[config.mk]
export PLATFORM = sky130hd
export DESIGN_NAME = mem_port_arbiter
export DESIGN_NICKNAME = d
export VERILOG_FILES = /design/src/rtl/mem_arb_pkg.sv /design/src/rtl/mem_lane_align.sv /design/src/rtl/mem_port_arbiter.sv
export SDC_FILE = /design/constraint.sdc
export NUM_CORES = 1
export LEC_CHECK = 0
export BUFFER_PORTS_ARGS = -buffer_cell sky130_fd_sc_hd__buf_4
export CAP_MARGIN = 40
export CORE_AREA = 2 2 195 197
export CTS_BUF_LIST = sky130_fd_sc_hd__clkbuf_8
export CTS_CLUSTER_DIAMETER = 60
export DETAILED_ROUTE_END_ITERATION = 12
export DIE_AREA = 0 0 197 199
export GPL_TIMING_DRIVEN = 0
export HOLD_SLACK_MARGIN = 0.06
export PLACE_DENSITY = 0.63
export REMOVE_ABC_BUFFERS = 1
export SLEW_MARGIN = 20
export SYNTH_ARGS = -nofsm -noshare
export SYNTH_HDL_FRONTEND = slang
export SYNTH_SLANG_ARGS = --single-unit
export TNS_END_PERCENT = 20
[constraint.sdc]
create_clock -name clk_i -period 10.6 [get_ports clk_i]
set_clock_uncertainty 0.1 [all_clocks]
set_input_delay 2.12 -clock clk_i [delete_from_list [all_inputs] [get_ports clk_i]]
set_output_delay 2.12 -clock clk_i [all_outputs]
set_load 0.02 [all_outputs]
[src/rtl/mem_arb_pkg.sv]
// Shared types and lane constants for the instruction/data memory port arbiter.
package mem_arb_pkg;

    typedef enum logic [1:0] {IDLE, ACCESS, DONE} state_t;
    typedef enum logic {OWN_IF, OWN_D} owner_t;

    localparam logic [1:0] SZ_B = 2'd0;
    localparam logic [1:0] SZ_H = 2'd1;
    localparam logic [1:0] SZ_W = 2'd2;
    localparam logic [1:0] SZ_D = 2'd3;

    // Index by size: element 0 is the single-byte enable.
    localparam logic [3:0][7:0] BE_LUT = {8'hFF, 8'h0F, 8'h03, 8'h01};

    function automatic logic [63:0] size_mask(input logic [1:0] size);
        case (size)
            SZ_B:    return 64'h0000_0000_0000_00FF;
            SZ_H:    return 64'h0000_0000_0000_FFFF;
            SZ_W:    return 64'h0000_0000_FFFF_FFFF;
            default: return 64'hFFFF_FFFF_FFFF_FFFF;
        endcase
    endfunction

endpackage

[src/rtl/mem_lane_align.sv]
// Byte-lane steering for a 64-bit memory: byte enables, store shift, load extract, misalignment.
module mem_lane_align
    import mem_arb_pkg::*;
(
    input  logic [1:0]  size_i,
    input  logic [2:0]  offset_i,
    input  logic [63:0] wdata_i,
    input  logic [63:0] rdata_i,
    output logic [7:0]  be_o,
    output logic [63:0] wdata_o,
    output logic [63:0] rdata_o,
    output logic        misalign_o
);

    logic [5:0] bit_sh;

    assign bit_sh  = {offset_i, 3'b000};
    assign be_o    = BE_LUT[size_i] << offset_i;
    assign wdata_o = wdata_i << bit_sh;
    assign rdata_o = (rdata_i >> bit_sh) & size_mask(size_i);

    always_comb begin
        misalign_o = 1'b0;
        case (size_i)
            SZ_B:    misalign_o = 1'b0;
            SZ_H:    misalign_o = offset_i[0];
            SZ_W:    misalign_o = |offset_i[1:0];
            default: misalign_o = |offset_i;
        endcase
    end

endmodule

[src/rtl/mem_port_arbiter.sv]
// Shares one 64-bit memory port between instruction fetch and load/store, one access at a time.
module mem_port_arbiter
    import mem_arb_pkg::*;
#(
    parameter int ADDR_W  = 64,
    parameter int DATA_W  = 64,
    parameter int TIMEOUT = 15,
    parameter int FAIR    = 1
) (
    input  logic              clk_i,
    input  logic              reset_i,
    input  logic              if_req_i,
    input  logic [ADDR_W-1:0] if_addr_i,
    output logic              if_gnt_o,
    output logic [31:0]       if_rdata_o,
    output logic              if_valid_o,
    output logic              if_err_o,
    input  logic              d_req_i,
    input  logic              d_we_i,
    input  logic [1:0]        d_size_i,
    input  logic [ADDR_W-1:0] d_addr_i,
    input  logic [DATA_W-1:0] d_wdata_i,
    output logic              d_gnt_o,
    output logic [DATA_W-1:0] d_rdata_o,
    output logic              d_valid_o,
    output logic              d_err_o,
    output logic              mem_req_o,
    output logic              mem_we_o,
    output logic [ADDR_W-1:0] mem_addr_o,
    output logic [7:0]        mem_be_o,
    output logic [DATA_W-1:0] mem_wdata_o,
    input  logic [DATA_W-1:0] mem_rdata_i,
    input  logic              mem_ready_i,
    output logic              busy_o
);

    localparam logic [7:0] CNT_LAST = 8'(TIMEOUT - 1);

    state_t            state_q, state_d;
    owner_t            owner_q, owner_d, last_q, last_d;
    logic [ADDR_W-1:0] addr_q, addr_d;
    logic              we_q, we_d, err_q, err_d;
    logic [1:0]        size_q, size_d;
    logic [DATA_W-1:0] wdata_q, wdata_d, rdata_q, rdata_d;
    logic [7:0]        cnt_q, cnt_d;

    logic              idle, done, pick_d;
    logic [1:0]        al_size;
    logic [2:0]        al_off;
    logic [7:0]        al_be;
    logic [63:0]       al_wdata, al_rdata;
    logic              al_mis;

    assign idle = (state_q == IDLE);
    assign done = (state_q == DONE);

    // On a tie, fairness hands the port to whichever side did not own it last.
    assign pick_d   = d_req_i & (!if_req_i || FAIR == 0 || last_q == OWN_IF);
    assign d_gnt_o  = idle & pick_d;
    assign if_gnt_o = idle & if_req_i & !pick_d;

    // In IDLE the aligner checks the incoming data request; afterwards it serves the latched one.
    assign al_size = idle ? d_size_i      : size_q;
    assign al_off  = idle ? d_addr_i[2:0] : addr_q[2:0];

    mem_lane_align u_align (
        .size_i     (al_size),
        .offset_i   (al_off),
        .wdata_i    (wdata_q),
        .rdata_i    (rdata_q),
        .be_o       (al_be),
        .wdata_o    (al_wdata),
        .rdata_o    (al_rdata),
        .misalign_o (al_mis)
    );

    always_comb begin
        state_d = state_q;
        owner_d = owner_q;
        last_d  = last_q;
        addr_d  = addr_q;
        we_d    = we_q;
        size_d  = size_q;
        wdata_d = wdata_q;
        rdata_d = rdata_q;
        err_d   = err_q;
        cnt_d   = cnt_q;
        case (state_q)
            IDLE: begin
                if (d_gnt_o || if_gnt_o) begin
                    owner_d = d_gnt_o ? OWN_D : OWN_IF;
                    last_d  = owner_d;
                    addr_d  = d_gnt_o ? d_addr_i  : if_addr_i;
                    we_d    = d_gnt_o ? d_we_i    : 1'b0;
                    size_d  = d_gnt_o ? d_size_i  : SZ_D;
                    wdata_d = d_gnt_o ? d_wdata_i : '0;
                    rdata_d = '0;
                    cnt_d   = '0;
                    err_d   = d_gnt_o ? al_mis : (|if_addr_i[1:0]);
                    state_d = err_d ? DONE : ACCESS;
                end
            end
            ACCESS: begin
                if (mem_ready_i) begin
                    rdata_d = mem_rdata_i;
                    state_d = DONE;
                end else if (cnt_q == CNT_LAST) begin
                    err_d   = 1'b1;
                    state_d = DONE;
                end else begin
                    cnt_d = cnt_q + 8'd1;
                end
            end
            DONE:    state_d = IDLE;
            default: state_d = IDLE;
        endcase
    end

    always_ff @(posedge clk_i or posedge reset_i) begin
        if (reset_i) begin
            state_q <= IDLE;
            owner_q <= OWN_IF;
            last_q  <= OWN_D;
            addr_q  <= '0;
            we_q    <= 1'b0;
            size_q  <= SZ_B;
            wdata_q <= '0;
            rdata_q <= '0;
            err_q   <= 1'b0;
            cnt_q   <= '0;
        end else begin
            state_q <= state_d;
            owner_q <= owner_d;
            last_q  <= last_d;
            addr_q  <= addr_d;
            we_q    <= we_d;
            size_q  <= size_d;
            wdata_q <= wdata_d;
            rdata_q <= rdata_d;
            err_q   <= err_d;
            cnt_q   <= cnt_d;
        end
    end

    assign busy_o      = !idle;
    assign mem_req_o   = (state_q == ACCESS);
    assign mem_we_o    = mem_req_o & we_q;
    assign mem_addr_o  = mem_req_o ? {addr_q[ADDR_W-1:3], 3'b000} : '0;
    assign mem_be_o    = !mem_req_o ? 8'h00 : (owner_q == OWN_IF) ? 8'hFF : al_be;
    assign mem_wdata_o = mem_req_o ? al_wdata : '0;

    assign if_valid_o = done & (owner_q == OWN_IF);
    assign if_err_o   = if_valid_o & err_q;
    assign if_rdata_o = !if_valid_o ? 32'h0 : addr_q[2] ? rdata_q[63:32] : rdata_q[31:0];

    assign d_valid_o = done & (owner_q == OWN_D);
    assign d_err_o   = d_valid_o & err_q;
    assign d_rdata_o = d_valid_o ? al_rdata : '0;

endmodule

==> results of run 1 <==
-- layer usage --
layer / GRT usage [%] / part of all wire [%] / vias to the layer above
li1: - / - / 6545
met1: 35.0 / 38 / 6873
met2: 49.7 / 49 / 767
met3: 6.60 / 9.0 / 153
met4: 12.9 / 4.4 / 0
met5: 0 / 0 / -
-- critical path, stage by stage --
cell,delay [ns]
buf_4,0.13
or3b_4,0.43
nand2_8,0.60
mux2i_1,0.20
a221o_1,0.38
a221oi_1,0.55
buf_4,0.26
-- through the flow --
stage | utilization, % | total power, mW | setup slack (ns) | TNS (ns)
finish | 50.2 | 5.31 | 3.67 | 0
detailed placement | 47.8 | 4.44 | 3.68 | 0
global placement | 45.9 | 4.21 | -2.82 | -205.62
CTS | 50.1 | 5.30 | 3.68 | 0
floorplan | - | 3.17 | 1.89 | 0
global route | 50.2 | 5.64 | 3.58 | 0
-- cell usage after synthesis (3+ instances only) --
library cell,number
nand3b_1,3
a2bb2oi_1,15
and2_1,90
a22oi_1,10
mux2i_1,139
a211oi_1,8
a31o_2,9
o21a_1,16
clkbuf_1,80
a221oi_1,6
buf_6,5
buf_4,12
and3_1,72
o22a_1,8
a21oi_1,40
o21ai_1,4
inv_1,9
a211o_1,9
a31oi_1,5
a22o_1,8
buf_2,27
o21ai_0,85
nor2_1,110
nand3_1,70
nor3_1,8
nand4_1,4
dfrtp_1,207
xor2_1,5
nand2_1,358
a221o_1,70
o22ai_1,31
mux2_2,16
or3_1,3
buf_1,13
-- worst paths after layout --
| check | from | endpoint | cells past startpoint |
|---|---|---|---|
| min | last_q$_DFFE_PP1P_ | last_q$_DFFE_PP1P_ | 2 |
| max in group asynchronous | reset_i | wdata_q[23]$_DFFE_PP0P_ | 3 |
| max | d_addr_i[0] | d_rdata_o[0] | 7 |
| max reg2reg | state_q[1]$_DFFE_PP0P_ | rdata_q[49]$_DFFE_PP0P_ | 7 |
| min reg2reg | last_q$_DFFE_PP1P_ | last_q$_DFFE_PP1P_ | 2 |
| min in group asynchronous | reset_i | addr_q[23]$_DFFE_PP0P_ | 2 |
-- power breakdown --
group,internal (mW),total [mW],switching [mW]
logic,1.21,3.02,1.81
registers,1.11,1.44,0.322
clock network,0.485,0.855,0.370
-- flip-flops by register name, indices dropped and copies added (netlist names) --
name     count
rdata_q     64
state_q      2
last_q       1
size_q       2
owner_q      1
we_q         1
addr_q      64
err_q        1
cnt_q        8
wdata_q     64
-- layout make-up --
class / count / area, sq um / area share (%)
multi-input combinational: 1236 / 7510 / 40.3
tap: 474 / 593 / 3.18
inverter: 10 / 55.1 / 0.295
clock inverter: 15 / 100 / 0.537
clock buffer: 55 / 757 / 4.06
sequential: 208 / 5210 / 28.0
timing repair buffer: 538 / 4410 / 23.7
-- cells by family (layout without fill, tap and decap cells) --
group	after synthesis	after routing	synth area share, %
mux	155	155	11.8
other cells	1	3	0.0282
buf+inv	148	618	5.13
xor+xnor	6	6	0.395
flops	208	208	39.1
simple gates	733	733	25.1
compound gates	337	337	18.3
fa+ha+maj	2	2	0.188
==> results.toml, run 1 <==
[run_status]
status = "complete, no violations"

[global_route]
grt_util_all_layers_pct = 29.1
antenna_found_initial = 0
grt_pass1_wl_microns = 87000
grt_pass1_vias = 14300
grt_max_degree = 96
overflow = 0

[detailed_routing]
ant_nets = 0
routed-via-count = 14300
dr.first_iter.drc_count = 1046
drc = 0
via_per_inst = 5.65
dr.pass1.iters = 5
postRouteWirelength_microns = 58100
wl_per_cell_microns = 22.9

[logic_synthesis]
ys_ff_latch = 208
synthArstFlopShare_pct = 100
synth.yosys.seq_area_share_pct = 39.1
synth.distinct_cells = 63
synthTopCellsByArea = "dfrtp_1 (39%), mux2i_1 (10%), nand2_1 (10%)"
synth_area_leader_cell = "dfrtp_1"
syn_inst = 1590
synth_top_area_share_pct = 38.9
yosysWarnings = 0
syn_area_sq_um = 13300
avgSynthCellArea_sq_um = 8.38
synth_edf_count = 0
synth_flop_cell = "dfrtp_1"

[clock_network]
cts_root_buf = "clkbuf_8"
insertion_delay_ns = 0.58
cts_resized = 0
cts_buffers = 40
tritoncts = "built"
clock_path_buffers = 3
clkSinkCount = 208
htreeDepth = 2
path_clk_slew_ns = 0.06
cts_hold_buf = 0
post_cts_buffers = 0

[worst_setup_path]
arrival_ns = 4.71
cp.required_ns = 8.38
worstSetupPathType = "input pin to output pin"
cp-start-kind = "input pin"
worst-path-max-fanout = 89
reg2reg_slack_ns = 7.40
crit_path_end_kind = "output pin"

[floorplan]
die_area_sq_um = 39200
die_x_microns = 197
start_util_pct = 35.9
core_sq_um = 37100
io_pins = 505
row_count = 71
fp.dieH_microns = 199

[pwr]
p_per_area_nw_per_um2 = 285
leakage_nw = 9.23
ir_drop_v = 0.000182

[min_path]
hp-class = "flip-flop to flip-flop"

[sta]
max_freq_mhz = 144
fin_crit_ns = 6.93
relSlewSlack_pct = 42.3
tightest_slew_ns = 0.866
fin_hold_ws_ns = 0.364
finalHoldViolCount = 0
rsz0062_at_grt = "no"
setup_viol = 0
drv_slew = 0
fin_crit_sh_pct = 65.4

[layout]
layout_commonest_cell = "buf_4"
drive_gt1_share_pct = 31.5
fin_cells = 2536
layout_common_cells = "buf_4 (512), nand2_1 (355), dfrtp_1 (206)"
antenna_cells = 0
syn_to_final_growth_pct = 39.9
final.fill_count = 3594
stdcell_area_sq_um = 18600
final_nets = 2300

[place]
placed_cell_area_sq_um = 17800
routabilityCongestion = 0.951
dp_hpwl_microns = 41800
dp_cells = 2464
numPortBuffers = 501

[flow_run]
drv_cap = 0
Note: power is estimated with default switching activity, not from simulation.
==> run 2: changes to the inputs <==
Clock period 10.6 ns to 7.15 ns, I/O delays scaled along.
==> run 2 against run 1 <==
Net effect:
- count of clock-buffer cells in the layout is the same
- critical path type is now flip-flop to output pin
- critical endpoint is now mem_wdata_o[7]
- utilization is the same
- hold slack is essentially flat
- sequential share of layout area is the same
- setup slack lost 2.2 ns
- routed wire length is essentially flat
- first-iteration DRC count grew 5.6%
==> results.toml, run 2 (same netlist as run 1, synthesis figures left out) <==
[run_status]
status = "complete, no violations"

[detailed_routing]
ant_nets = 0
via_per_inst = 5.69
dr.first_iter.drc_count = 1105
routed-via-count = 14400
postRouteWirelength_microns = 58200
wl_per_cell_microns = 22.9
dr.pass1.iters = 5
drc = 0

[clock_network]
cts_hold_buf = 0
cts_root_buf = "clkbuf_8"
clkSinkCount = 208
htreeDepth = 2
clock_path_buffers = 3
path_clk_slew_ns = 0.06
post_cts_buffers = 0
tritoncts = "built"
cts_resized = 0
cts_buffers = 40
insertion_delay_ns = 0.58

[global_route]
grt_pass1_wl_microns = 87000
grt_util_all_layers_pct = 29.0
grt_max_degree = 96
overflow = 0
grt_pass1_vias = 14300
antenna_found_initial = 0

[place]
dp_hpwl_microns = 41800
placed_cell_area_sq_um = 17800
numPortBuffers = 501
routabilityCongestion = 0.951

[pwr]
p_sw_share_pct = 47.1
p_sw_mw = 3.71
seq_power_share_pct = 27.0
ir_drop_v = 0.000271
p_per_area_nw_per_um2 = 423
intPower_mw = 4.16
power_mw = 7.88
power_frac_comb_pct = 56.9
leakage_nw = 9.23
clkPwrFrac_pct = 16.1

[worst_setup_path]
r2r-start = "state_q[1]$_DFFE_PP0P_"
cp.required_ns = 5.62
cp-start-kind = "flip-flop"
worst-path-max-fanout = 95
reg2reg_slack_ns = 3.96
r2r_cells = 7
reg2reg_to = "rdata_q[49]$_DFFE_PP0P_"
arrival_ns = 4.19
worstSetupPathType = "flip-flop to output pin"
crit_path_end_kind = "output pin"

[floorplan]
fp.dieH_microns = 199
start_util_pct = 35.9
die_area_sq_um = 39200
core_sq_um = 37100
die_x_microns = 197
io_pins = 505
row_count = 71

[sta]
finalHoldViolCount = 0
fin_crit_ns = 5.72
tightest_slew_ns = 0.867
relSlewSlack_pct = 42.2
rsz0062_at_grt = "no"
drv_slew = 0
max_freq_mhz = 175
setup_viol = 0
fin_crit_sh_pct = 80.0

[layout]
final_nets = 2300
reg_top3 = "addr_q (64), rdata_q (64), wdata_q (64)"
syn_to_final_growth_pct = 39.9
layout_commonest_cell = "buf_4"
stdcell_area_sq_um = 18600
antenna_cells = 0
final.fill_count = 3594
layout_common_cells = "buf_4 (512), nand2_1 (355), dfrtp_1 (206)"
drive_gt1_share_pct = 31.5

[min_path]
min_from = "last_q$_DFFE_PP1P_"
hold_depth = 2
hp-class = "flip-flop to flip-flop"
min_to = "last_q$_DFFE_PP1P_"

[flow_run]
drv_cap = 0
## run 2: cell counts in the layout (fill, tap and decap cells not counted)
No cell type changed its count.
## run 2: critical path, cell delays in order (launching register included)
cell	delay (ns)
dfrtp_1	0.49
nand2b_1	0.58
inv_6	0.52
buf_16	0.38
nand2_1	0.57
nor2_1	0.46
buf_4	0.25
and2_1	0.17
buf_4	0.15
## run 2: layer usage
layer  up-vias  track usage, %  share of wire (%)
met5         -               0                  0
met4         0            13.3                4.6
met3       161            6.75                9.6
met2       821            49.5                 48
met1      6892            34.8                 37
li1       6549               -                  -
## run 2: cell type report
| class | count | area [sq um] | area share, % |
|---|---|---|---|
| Tap cell | 474 | 593 | 3.18 |
| Clock inverter | 15 | 100 | 0.537 |
| Inverter | 10 | 55.1 | 0.295 |
| Multi-Input combinational cell | 1236 | 7510 | 40.3 |
| Timing Repair Buffer | 538 | 4410 | 23.7 |
| Clock buffer | 55 | 757 | 4.06 |
| Sequential cell | 208 | 5210 | 28.0 |
## run 2: power groups by stage
stage	sequential [mW]	clock [mW]	combinational, mW
5_1_grt	2.20	1.36	4.81
2_1_floorplan	1.99	0	2.71
3_5_place_dp	2.13	0	4.45
3_3_place_gp	2.17	0	4.07
6_report	2.13	1.27	4.48
4_1_cts	2.12	1.30	4.45
## run 2: worst max path at each step
| stage | from | endpoint | depth (start not counted) |
|---|---|---|---|
| finish | state_q[1]$_DFFE_PP0P_ | mem_wdata_o[7] | 8 |
| global route | state_q[1]$_DFFE_PP0P_ | mem_wdata_o[7] | 8 |
| CTS | state_q[1]$_DFFE_PP0P_ | mem_wdata_o[7] | 8 |
| detailed placement | d_addr_i[0] | d_rdata_o[0] | 7 |
| global placement | d_req_i | d_gnt_o | 5 |
| floorplan | d_req_i | d_gnt_o | 3 |
## run 2: stage by stage
| stage | hold WS, ns | TNS (ns) | worst slack, ns | std cells | util [%] |
|---|---|---|---|---|---|
| floorplan | 0.342 | -12.43 | -0.181 | 1454 | - |
| global placement | 0.351 | -1469.76 | -4.89 | 2429 | 45.9 |
| detailed placement | 0.356 | 0 | 1.61 | 2464 | 47.8 |
| CTS | 0.368 | 0 | 1.49 | 2534 | 50.1 |
| global route | 0.401 | 0 | 1.26 | 2536 | 50.2 |
| finish | 0.364 | 0 | 1.43 | 2536 | 50.2 |
